## src/rtl/alu_issue_stage.sv

```systemverilog
// alu_issue_stage
//
// Execute-issue stage in front of the combinational RV32I ALU. One decoded
// instruction per cycle is accepted over a valid/ready handshake. At capture
// time the stage picks register/PC/immediate operands, applies write-back
// forwarding, and normalises the operands so the ALU computes RV32I semantics.
// The processed entries are held in a two-entry skid buffer, so the registered
// o_in_ready still sustains one instruction per cycle.
//
// Handshake semantics (both sides): a transfer happens on a rising clk edge
// where valid && ready are both 1. Valid never depends combinationally on
// ready. Once o_out_valid is raised, it and every payload output hold stable
// until o_out_ready accepts the transfer.
//
// Optional feature macro: ALU_ISSUE_FWD_EN
//   defined   : write-back bypass (i_fwd_*) replaces rs1/rs2 read data.
//   undefined : i_fwd_* are ignored.
//
// Ports
//   clk, rst_n                 clock, asynchronous active-low reset
//   i_in_valid / o_in_ready    upstream handshake (o_in_ready is registered)
//   i_rs1_data, i_rs2_data     register-file read data
//   i_pc, i_imm                instruction PC, sign-extended immediate
//   i_rs1_addr, i_rs2_addr     source register numbers
//   i_rd_addr_in               destination register number
//   i_op1_sel, i_op2_sel       0 = rs1/rs2, 1 = pc/imm
//   i_func3_in, i_subsra_in    ALU function and SUB/SRA select
//   i_reg_write_in             destination write enable
//   i_fwd_valid/_rd/_data      write-back bypass
//   i_flush                    synchronous discard of all held entries
//   o_out_valid / i_out_ready  downstream handshake
//   o_operand1, o_operand2     ALU operands
//   o_func3, o_subsra          ALU controls
//   o_rd_addr, o_reg_write     passed through for write-back
//   o_dbg_state                skid-buffer FSM state (0 EMPTY, 1 ONE, 2 FULL)

module alu_issue_stage #(
  parameter int XLEN = 32
) (
  input  logic            clk,
  input  logic            rst_n,
  input  logic            i_in_valid,
  output logic            o_in_ready,
  input  logic [XLEN-1:0] i_rs1_data,
  input  logic [XLEN-1:0] i_rs2_data,
  input  logic [XLEN-1:0] i_pc,
  input  logic [XLEN-1:0] i_imm,
  input  logic [4:0]      i_rs1_addr,
  input  logic [4:0]      i_rs2_addr,
  input  logic [4:0]      i_rd_addr_in,
  input  logic            i_op1_sel,
  input  logic            i_op2_sel,
  input  logic [2:0]      i_func3_in,
  input  logic            i_subsra_in,
  input  logic            i_reg_write_in,
  input  logic            i_fwd_valid,
  input  logic [4:0]      i_fwd_rd,
  input  logic [XLEN-1:0] i_fwd_data,
  input  logic            i_flush,
  output logic            o_out_valid,
  input  logic            i_out_ready,
  output logic [XLEN-1:0] o_operand1,
  output logic [XLEN-1:0] o_operand2,
  output logic [2:0]      o_func3,
  output logic            o_subsra,
  output logic [4:0]      o_rd_addr,
  output logic            o_reg_write,
  output logic [1:0]      o_dbg_state
);

  typedef struct packed {
    logic [XLEN-1:0] op1;
    logic [XLEN-1:0] op2;
    logic [2:0]      func3;
    logic            subsra;
    logic [4:0]      rd;
    logic            reg_write;
  } entry_t;

  typedef enum logic [1:0] {
    S_EMPTY = 2'd0,
    S_ONE   = 2'd1,
    S_FULL  = 2'd2
  } state_t;

  state_t r_state;
  state_t w_next_state;
  logic   r_in_ready;
  entry_t r_main;
  entry_t r_skid;
  entry_t w_new;

  logic            w_accept;
  logic            w_fire;
  logic            w_out_valid;
  logic            w_load_main_new;
  logic            w_load_main_skid;
  logic            w_load_skid;
  logic            w_fwd1;
  logic            w_fwd2;
  logic [XLEN-1:0] w_rs1;
  logic [XLEN-1:0] w_rs2;

  // ---------------------------------------------------------------------------
  // Forwarding: x0 is hardwired zero, so a bypass to rd 0 is never honoured.
  // ---------------------------------------------------------------------------
`ifdef ALU_ISSUE_FWD_EN
  assign w_fwd1 = i_fwd_valid && (i_fwd_rd != 5'd0) && (i_fwd_rd == i_rs1_addr);
  assign w_fwd2 = i_fwd_valid && (i_fwd_rd != 5'd0) && (i_fwd_rd == i_rs2_addr);
`else
  logic w_unused_fwd;
  assign w_unused_fwd = ^{i_fwd_valid, i_fwd_rd, i_fwd_data, i_rs1_addr, i_rs2_addr};
  assign w_fwd1 = 1'b0;
  assign w_fwd2 = 1'b0;
`endif

  assign w_rs1 = w_fwd1 ? i_fwd_data : i_rs1_data;
  assign w_rs2 = w_fwd2 ? i_fwd_data : i_rs2_data;

  // ---------------------------------------------------------------------------
  // Operand selection and normalisation of the incoming instruction.
  // ---------------------------------------------------------------------------
  always_comb begin
    w_new           = '0;
    w_new.op1       = i_op1_sel ? i_pc  : w_rs1;
    w_new.op2       = i_op2_sel ? i_imm : w_rs2;
    w_new.func3     = i_func3_in;
    w_new.rd        = i_rd_addr_in;
    w_new.reg_write = i_reg_write_in;
    // No SUBI exists: the immediate form of func3 000 is always an add.
    w_new.subsra    = (i_op2_sel && (i_func3_in == 3'b000)) ? 1'b0 : i_subsra_in;
    case (i_func3_in)
      // Shifts: only the 5-bit shamt may reach the ALU.
      3'b001, 3'b101: w_new.op2[XLEN-1:5] = '0;
      // SLT: flipping both sign bits turns the ALU's unsigned compare signed.
      3'b010: begin
        w_new.op1[XLEN-1] = ~w_new.op1[XLEN-1];
        w_new.op2[XLEN-1] = ~w_new.op2[XLEN-1];
      end
      default: ;
    endcase
  end

  // ---------------------------------------------------------------------------
  // Skid buffer FSM: state register
  // ---------------------------------------------------------------------------
  always_ff @(posedge clk or negedge rst_n) begin
    if (!rst_n) begin
      r_state    <= S_EMPTY;
      r_in_ready <= 1'b1;
    end else begin
      r_state    <= w_next_state;
      r_in_ready <= (w_next_state != S_FULL);
    end
  end

  assign w_out_valid = (r_state != S_EMPTY);
  assign w_accept    = i_in_valid && r_in_ready;
  assign w_fire      = w_out_valid && i_out_ready;

  // Skid buffer FSM: next-state logic
  always_comb begin
    w_next_state = r_state;
    case (r_state)
      S_EMPTY: if (w_accept) w_next_state = S_ONE;
      S_ONE: begin
        if (w_accept && !w_fire)      w_next_state = S_FULL;
        else if (!w_accept && w_fire) w_next_state = S_EMPTY;
      end
      S_FULL:  if (w_fire) w_next_state = S_ONE;
      default: w_next_state = S_EMPTY;
    endcase
    // Flush wins over any same-cycle accept; that input is dropped.
    if (i_flush) w_next_state = S_EMPTY;
  end

  // Skid buffer FSM: output / load-enable logic
  always_comb begin
    w_load_main_new  = 1'b0;
    w_load_main_skid = 1'b0;
    w_load_skid      = 1'b0;
    if (!i_flush) begin
      case (r_state)
        S_EMPTY: w_load_main_new = w_accept;
        S_ONE: begin
          w_load_main_new = w_accept && w_fire;
          w_load_skid     = w_accept && !w_fire;
        end
        S_FULL:  w_load_main_skid = w_fire;
        default: ;
      endcase
    end
  end

  // ---------------------------------------------------------------------------
  // Entry storage. The main entry always drives the outputs.
  // ---------------------------------------------------------------------------
  always_ff @(posedge clk or negedge rst_n) begin
    if (!rst_n) begin
      r_main <= '0;
      r_skid <= '0;
    end else if (i_flush) begin
      r_main <= '0;
      r_skid <= '0;
    end else begin
      if (w_load_main_new)       r_main <= w_new;
      else if (w_load_main_skid) r_main <= r_skid;
      if (w_load_skid)           r_skid <= w_new;
    end
  end

  assign o_in_ready  = r_in_ready;
  assign o_out_valid = w_out_valid;
  assign o_operand1  = r_main.op1;
  assign o_operand2  = r_main.op2;
  assign o_func3     = r_main.func3;
  assign o_subsra    = r_main.subsra;
  assign o_rd_addr   = r_main.rd;
  assign o_reg_write = r_main.reg_write;
  assign o_dbg_state = r_state;

endmodule

```

## config.mk

```make
export PLATFORM = sky130hd
export DESIGN_NAME = alu_issue_stage
export DESIGN_NICKNAME = d
export VERILOG_FILES = /design/src/rtl/alu_issue_stage.sv
export SDC_FILE = /design/constraint.sdc
export NUM_CORES = 1
export LEC_CHECK = 0
export CORE_AREA = 2 2 133 135
export CTS_BUF_LIST = sky130_fd_sc_hd__clkbuf_4 sky130_fd_sc_hd__clkbuf_8
export CTS_CLUSTER_SIZE = 30
export DETAILED_ROUTE_END_ITERATION = 10
export DIE_AREA = 0 0 135 137
export GPL_TIMING_DRIVEN = 0
export PLACE_DENSITY = 0.79
export SLEW_MARGIN = 20
export SYNTH_ARGS = -nofsm -noshare
export SYNTH_HDL_FRONTEND = slang
export SYNTH_SLANG_ARGS = --single-unit
```

## constraint.sdc

```tcl
create_clock -name clk -period 3.2 [get_ports clk]
set_clock_uncertainty 0.15 [all_clocks]
set_input_delay 0.96 -clock clk [delete_from_list [all_inputs] [get_ports clk]]
set_output_delay 0.96 -clock clk [all_outputs]
set_load 0.005 [all_outputs]
```

==> flow_metrics.py, run 1 <==
metrics = {
    "sta": {
        "hold_viol": 0,
        "relSlewSlack_pct": 56.8,
        "final_min_period_over_clock_period_pct": 91.9,
        "grt_setup_unrepaired": "no",
        "finalWorstSetupSlack_ns": 0.259,
        "finalSetupTns_ns": 0,
        "final_period_minus_worst_setup_slack_ns": 2.94,
        "fmaxAchievable_mhz": 340,
        "finalSetupViolations": 0,
        "worst-slew-pin-transition_ns": 0.648,
        "slew_violations": 0,
    },
    "clocking": {
        "clock_sink_count": 151,
        "max-clock-path-buffers": 2,
        "clock_latency_ns": 0.46,
        "post_cts.repair.setup_buffers": 0,
        "tritoncts.num_buffers": 17,
        "post_cts_hold_buffer_count": 0,
        "clock_tree_from_tritoncts": "built",
        "clk_pin_slew_worst_paths_ns": 0.08,
        "cts_repair_resize_count": 0,
        "level_count_of_the_clock_h_tree": 4,
        "cts-root-buf": "sky130_fd_sc_hd__clkbuf_8",
    },
    "critical_path": {
        "worst_path_dominant_cell_family": "buffers and inverters",
        "cp_data_arrival_time_ns": 1.83,
        "r2r_end": "o_operand2[2]",
        "setup.reg_to_reg.worst_slack_ns": 0.97,
        "critical_path_peak_fanout": 8,
        "timing.critical_path.cells": "buf_2, or2_2, clkdlybuf4s50_1",
        "worstSetupEndpointType": "output port",
        "cp_num_buf_inv": 2,
        "worst_setup_path_start_kind": "flop",
        "rr_startpoint": "o_in_ready",
        "reg2regPathDepth": 5,
        "required_ns": 2.09,
        "worst_path_max_delay_cell": "sky130_fd_sc_hd__clkdlybuf4s50_1",
        "worst-setup-path-type": "reg -> out",
        "cpPeakStageDelay_ns": 0.46,
    },
    "global_routing": {
        "grt_remaining_overflow": 0,
        "first_pass_grt_wire_length_mm": 33.6,
        "grt_util_all_layers_pct": 23.7,
        "grt_max_degree": 83,
        "antenna_found_initial": 0,
        "grt_pass1_vias": 6331,
    },
    "finish": {
        "final-seq-area_um2": 3780,
        "layout.cells.most_common": "sky130_fd_sc_hd__clkdlybuf4s50_1",
        "final.fill_count": 1454,
        "fin_nets": 1126,
        "commonest_cells_after_routing_fill_and_taps_aside": "sky130_fd_sc_hd__clkdlybuf4s50_1, sky130_fd_sc_hd__dfrtp_1, sky130_fd_sc_hd__nor2_1, sky130_fd_sc_hd__mux2i_1, sky130_fd_sc_hd__a211oi_1",
        "area_delta_synth_final_pct": 38.6,
        "post_route_core_utilization_pct": 61.5,
        "post-route-cell-area_um2": 10500,
        "multiInputGateArea_um2": 3440,
        "drive_gt1_share_pct": 12.6,
        "count_of_inserted_antenna_diode_cells": 0,
    },
    "die": {
        "design.portCount": 271,
        "fp.dieArea_um2": 18500,
        "core.rowCount": 48,
        "floorplan.initialDensity_pct": 44.3,
        "fp.dieH_um": 137,
        "coreArea_um2": 17100,
        "x_dimension_of_the_die_um": 135,
    },
    "place": {
        "place_congestion": 0.809,
        "placement.io_buffers": 220,
        "placement.cell_area_um2": 10100,
        "place_hpwl_mm": 15.4,
        "pre_cts_ws_ns": -0.132,
    },
    "logic_synthesis": {
        "post_synth_instance_area_um2": 7560,
        "yosys_register_bits": 151,
        "synth_compound_area_share_pct": 15.0,
        "average_footprint_of_a_synthesized_cell_um2": 10.9,
        "netlist_instances": 693,
        "synthesized_net_count": 886,
        "unique_cell_type_count_in_the_yosys_netlist": 30,
        "synth_mux_area_share_pct": 19.2,
        "yosys.area_share.simple_pct": 11.1,
        "post_synth_xor_area_fraction_pct": 0.232,
        "synth.yosys.seq_area_share_pct": 50.0,
        "synth-main-ff-cell": "sky130_fd_sc_hd__dfrtp_1",
        "ys_warnings": 0,
        "number_of_enable_type_register_cells_in_the_synthesized_netlist": 0,
        "synth_top_family_by_area": "multiplexers",
        "synth_adder_area_share_pct": 0,
        "postSynth.asyncResetShare_pct": 100,
    },
    "route": {
        "route.antenna.remaining_nets": 0,
        "num_vias": 6185,
        "wirelength_mm": 21.3,
        "wl_per_cell_um": 18.2,
        "viasPerCell": 5.28,
        "first_pass_iters": 4,
        "first_iter_violations": 388,
        "drc_errors": 0,
    },
    "power_and_ir_drop": {
        "total_leakage_power_uw": 0.00489,
        "peakVddDrop_v": 0.000283,
        "p_per_area_nw_per_um2": 428,
    },
    "outcome": {
        "outcome": "complete, no violations",
    },
    "worst_hold_path": {
        "hold_path_class": "in -> async",
    },
    "job": {
        "drv.max_cap_violation_count": 0,
    },
}
state kept, by name, summed over array words and instances, names as in the netlist:
name and count:
o_operand1 32, o_operand2 32, r_skid 74, o_func3 3, o_reg_write 1, o_in_ready 1
o_rd_addr 5, o_dbg_state 2, o_subsra 1
cell usage after synthesis, types with 2 or more instances:
library cell | n | area, um^2
sky130_fd_sc_hd__mux2i_1 | 102 | 1020
sky130_fd_sc_hd__buf_4 | 4 | 30.0
sky130_fd_sc_hd__clkbuf_1 | 20 | 75.1
sky130_fd_sc_hd__a211oi_2 | 4 | 50.1
sky130_fd_sc_hd__buf_2 | 34 | 170
sky130_fd_sc_hd__o2bb2ai_1 | 23 | 201
sky130_fd_sc_hd__or2_2 | 3 | 18.8
sky130_fd_sc_hd__mux2_2 | 30 | 338
sky130_fd_sc_hd__nand2b_1 | 2 | 12.5
sky130_fd_sc_hd__a21oi_1 | 16 | 80.1
sky130_fd_sc_hd__dfrtp_1 | 150 | 3750
sky130_fd_sc_hd__nor2_1 | 117 | 439
sky130_fd_sc_hd__a21o_1 | 22 | 165
sky130_fd_sc_hd__buf_1 | 2 | 7.51
sky130_fd_sc_hd__nor2b_1 | 3 | 18.8
sky130_fd_sc_hd__buf_6 | 5 | 56.3
sky130_fd_sc_hd__xnor2_1 | 2 | 17.5
sky130_fd_sc_hd__nor3b_1 | 23 | 173
sky130_fd_sc_hd__or3_1 | 2 | 12.5
sky130_fd_sc_hd__a211oi_1 | 84 | 631
sky130_fd_sc_hd__mux2_1 | 8 | 90.1
sky130_fd_sc_hd__nand2_1 | 29 | 109
how the worst max path moves through the flow:
stage                        start            end  slack [ns]  cells after the start
CTS                 o_dbg_state[1]    o_out_valid        0.23                      3
floorplan               i_in_valid     o_func3[0]        0.98                      5
detailed placement         i_flush  o_operand2[4]       -0.13                      5
finish              o_dbg_state[1]    o_out_valid        0.26                      3
global route        o_dbg_state[1]    o_out_valid        0.19                      3
global placement             rst_n     r_skid[34]       -5.15                      1
power breakdown:
part	internal (uW)	switching, uW	total (uW)
logic	492	414	906
registers	2020	61.0	2080
clock network	762	736	1500
routing by layer:
layer | track usage, % | wire length, um
met1 | 31.0 | 9100
met2 | 38.9 | 10400
met5 | 0 | 0
met4 | 8.04 | 275
met3 | 5.70 | 1510
layout make-up:
| class | instances | share of cell area [%] |
|---|---|---|
| buffer | 65 | 3.23 |
| clock buffer | 21 | 2.70 |
| clock inverter | 11 | 1.17 |
| multi-input combinational | 477 | 32.8 |
| sequential | 151 | 36.1 |
| tap | 225 | 2.69 |
| timing repair buffer | 221 | 21.3 |
cells by family after synthesis:
logic type             Yosys count
AO/OA/AOI/OAI                  150
XOR/XNOR                         2
buffers and inverters           65
flip-flops                     151
multiplexers                   140
AND/OR/NAND/NOR                185
metrics by stage:
stage          power (uW)  std cells  hold WS [ns]
2_1_floorplan        2500        693         0.329
3_3_place_gp         3010       1138         0.341
3_5_place_dp         3030       1139         0.344
4_1_cts              4510       1171         0.350
5_1_grt              4680       1171         0.362
6_report             4480       1171         0.331
worst reg2reg max path: cells and delay by family (launching register included):
kind,cells,cell delay (ns)
AO/OA/AOI/OAI,1,0.11
flip-flops,1,0.53
buffers and inverters,2,0.67
AND/OR/NAND/NOR,2,0.63
Power figures use the tool's default switching activity.
==> run 2, diff against run 1 <==
--- a/config.mk
+++ b/config.mk
@@ -5,13 +5,14 @@
 export SDC_FILE = /design/constraint.sdc
 export NUM_CORES = 1
 export LEC_CHECK = 0
-export CORE_AREA = 2 2 133 135
+export CORE_AREA = 2 2 122 147
 export CTS_BUF_LIST = sky130_fd_sc_hd__clkbuf_4 sky130_fd_sc_hd__clkbuf_8
 export CTS_CLUSTER_SIZE = 30
 export DETAILED_ROUTE_END_ITERATION = 10
-export DIE_AREA = 0 0 135 137
+export DIE_AREA = 0 0 124 149
 export GPL_TIMING_DRIVEN = 0
 export PLACE_DENSITY = 0.79
+export SKIP_CTS_REPAIR_TIMING = 1
 export SLEW_MARGIN = 20
 export SYNTH_ARGS = -nofsm -noshare
 export SYNTH_HDL_FRONTEND = slang
==> flow_metrics.py, run 2 (synthesis gave the netlist of run 1 again) <==
metrics = {
    "finish": {
        "largest_reg_flops": 74,
        "commonest_cells_after_routing_fill_and_taps_aside": "sky130_fd_sc_hd__clkdlybuf4s50_1, sky130_fd_sc_hd__dfrtp_1, sky130_fd_sc_hd__nor2_1, sky130_fd_sc_hd__mux2i_1, sky130_fd_sc_hd__a211oi_1",
        "post_layout_nonfiller_instances": 1165,
        "drive_gt1_share_pct": 12.5,
        "final.fill_count": 1476,
        "largest_register_by_flop_count": "r_skid",
        "count_of_inserted_antenna_diode_cells": 0,
        "post-route-cell-area_um2": 10500,
        "fin_nets": 1126,
        "area_delta_synth_final_pct": 39.0,
        "layout.cells.most_common": "sky130_fd_sc_hd__clkdlybuf4s50_1",
    },
    "global_routing": {
        "antenna_found_initial": 0,
        "grt_pass1_vias": 6309,
        "first_pass_grt_wire_length_mm": 33.0,
        "grt_util_all_layers_pct": 23.5,
        "grt_remaining_overflow": 0,
        "grt_max_degree": 94,
    },
    "sta": {
        "final_period_minus_worst_setup_slack_ns": 2.85,
        "hold_slack_ns": 0.280,
        "fmaxAchievable_mhz": 351,
        "grt_setup_unrepaired": "no",
        "worst-slew-pin-transition_ns": 0.679,
        "slew_violations": 0,
        "finalSetupViolations": 0,
        "relSlewSlack_pct": 54.7,
        "final_min_period_over_clock_period_pct": 89.0,
        "hold_viol": 0,
    },
    "power_and_ir_drop": {
        "totalPowerFinal_uw": 4590,
        "peakVddDrop_v": 0.000237,
        "total_leakage_power_uw": 0.00492,
        "p_per_area_nw_per_um2": 437,
    },
    "critical_path": {
        "worst_setup_path_start_kind": "flop",
        "worstSetupEndpointType": "output port",
        "worst-setup-path-type": "reg -> out",
        "reg2regPathDepth": 5,
        "r2r_end": "r_skid[25]",
        "rr_startpoint": "o_in_ready",
        "required_ns": 2.09,
        "setup.reg_to_reg.worst_slack_ns": 1.01,
        "cp_data_arrival_time_ns": 1.74,
        "critical_path_peak_fanout": 8,
    },
    "place": {
        "placed_cells_incl_taps": 1134,
        "place_congestion": 0.771,
        "place_hpwl_mm": 15.3,
        "placement.io_buffers": 220,
        "placement.cell_area_um2": 10100,
    },
    "route": {
        "detailroute.wirelength.met2_mm": 10.7,
        "first_pass_iters": 6,
        "first_iter_violations": 459,
        "top_layer_used": "met4",
        "viasPerCell": 5.33,
        "met1_length_mm": 8.29,
        "num_vias": 6205,
        "wirelength_mm": 20.9,
        "drc_errors": 0,
        "met3_length_mm": 1.32,
        "wl_per_cell_um": 18.0,
        "route.antenna.remaining_nets": 0,
    },
    "clocking": {
        "clock_sink_count": 151,
        "max-clock-path-buffers": 2,
        "cts-root-buf": "sky130_fd_sc_hd__clkbuf_8",
        "clock_tree_from_tritoncts": "built",
        "tritoncts.num_buffers": 17,
        "clock_latency_ns": 0.45,
        "level_count_of_the_clock_h_tree": 4,
        "clk_pin_slew_worst_paths_ns": 0.07,
    },
    "die": {
        "coreArea_um2": 17200,
        "fp.dieH_um": 149,
        "fp.dieArea_um2": 18500,
        "design.portCount": 271,
        "floorplan.initialDensity_pct": 43.9,
        "x_dimension_of_the_die_um": 124,
        "core.rowCount": 53,
    },
    "outcome": {
        "outcome": "complete, no violations",
    },
    "job": {
        "drv.max_cap_violation_count": 0,
    },
    "worst_hold_path": {
        "hold_path_class": "in -> async",
    },
}
## run 2: cell types whose count changed in the layout (fill, tap and decap cells not counted)
cell / previous run / this run
sky130_fd_sc_hd__clkinvlp_4: 4 / 1
sky130_fd_sc_hd__bufinv_16: 2 / 4
sky130_fd_sc_hd__clkbuf_4: 1 / 2
sky130_fd_sc_hd__clkinv_2: 3 / 4
sky130_fd_sc_hd__clkinv_4: 1 / 0
sky130_fd_sc_hd__inv_6: 1 / 0
## run 2: metal layers
layer	up-vias	GRT usage, %
met4	0	9.27
met5	-	0
li1	2964	-
met1	3007	29.1
met3	41	5.54
met2	193	39.5
## run 2: metrics by stage
| stage | worst slack (ns) | util, % | setup TNS, ns |
|---|---|---|---|
| 2_1_floorplan | 0.976 | - | 0 |
| 3_3_place_gp | -5.15 | 58.2 | -776.55 |
| 3_5_place_dp | -0.0922 | 58.4 | -1.19 |
| 4_1_cts | 0.311 | 61.0 | 0 |
| 5_1_grt | 0.245 | 61.0 | 0 |
| 6_report | 0.352 | 61.0 | 0 |
## run 2: worst max path at each step
| stage | startpoint | to | slack [ns] | cells past startpoint |
|---|---|---|---|---|
| 2_1_floorplan | i_in_valid | o_func3[0] | 0.98 | 5 |
| 5_1_grt | i_flush | o_operand2[4] | 0.25 | 5 |
| 6_report | o_dbg_state[1] | o_out_valid | 0.35 | 3 |
| 4_1_cts | o_dbg_state[1] | o_out_valid | 0.31 | 3 |
| 3_5_place_dp | i_flush | o_operand2[4] | -0.09 | 5 |
| 3_3_place_gp | rst_n | o_rd_addr[3] | -5.15 | 1 |
## run 2: critical path: stages, from the launching register on
cell,delay (ns)
sky130_fd_sc_hd__dfrtp_1,0.37
sky130_fd_sc_hd__buf_2,0.18
sky130_fd_sc_hd__or2_2,0.30
sky130_fd_sc_hd__clkdlybuf4s50_1,0.44
## run 2: final cells by class
type / count / area, um^2 / area share, %
clock buffers: 22 / 290 / 2.76
well taps: 220 / 275 / 2.62
repair buffers: 221 / 2230 / 21.3
plain buffers: 65 / 339 / 3.23
flip-flops and latches: 151 / 3780 / 36.0
clock inverters: 9 / 148 / 1.40
multi-input cells: 477 / 3440 / 32.8
## run 2: where the power goes
group,internal (uW),switching (uW),total [uW],leakage [uW]
clock,920,688,1610,0.000225
sequential,2020,61.3,2080,0.00204
combinational,492,411,903,0.00265
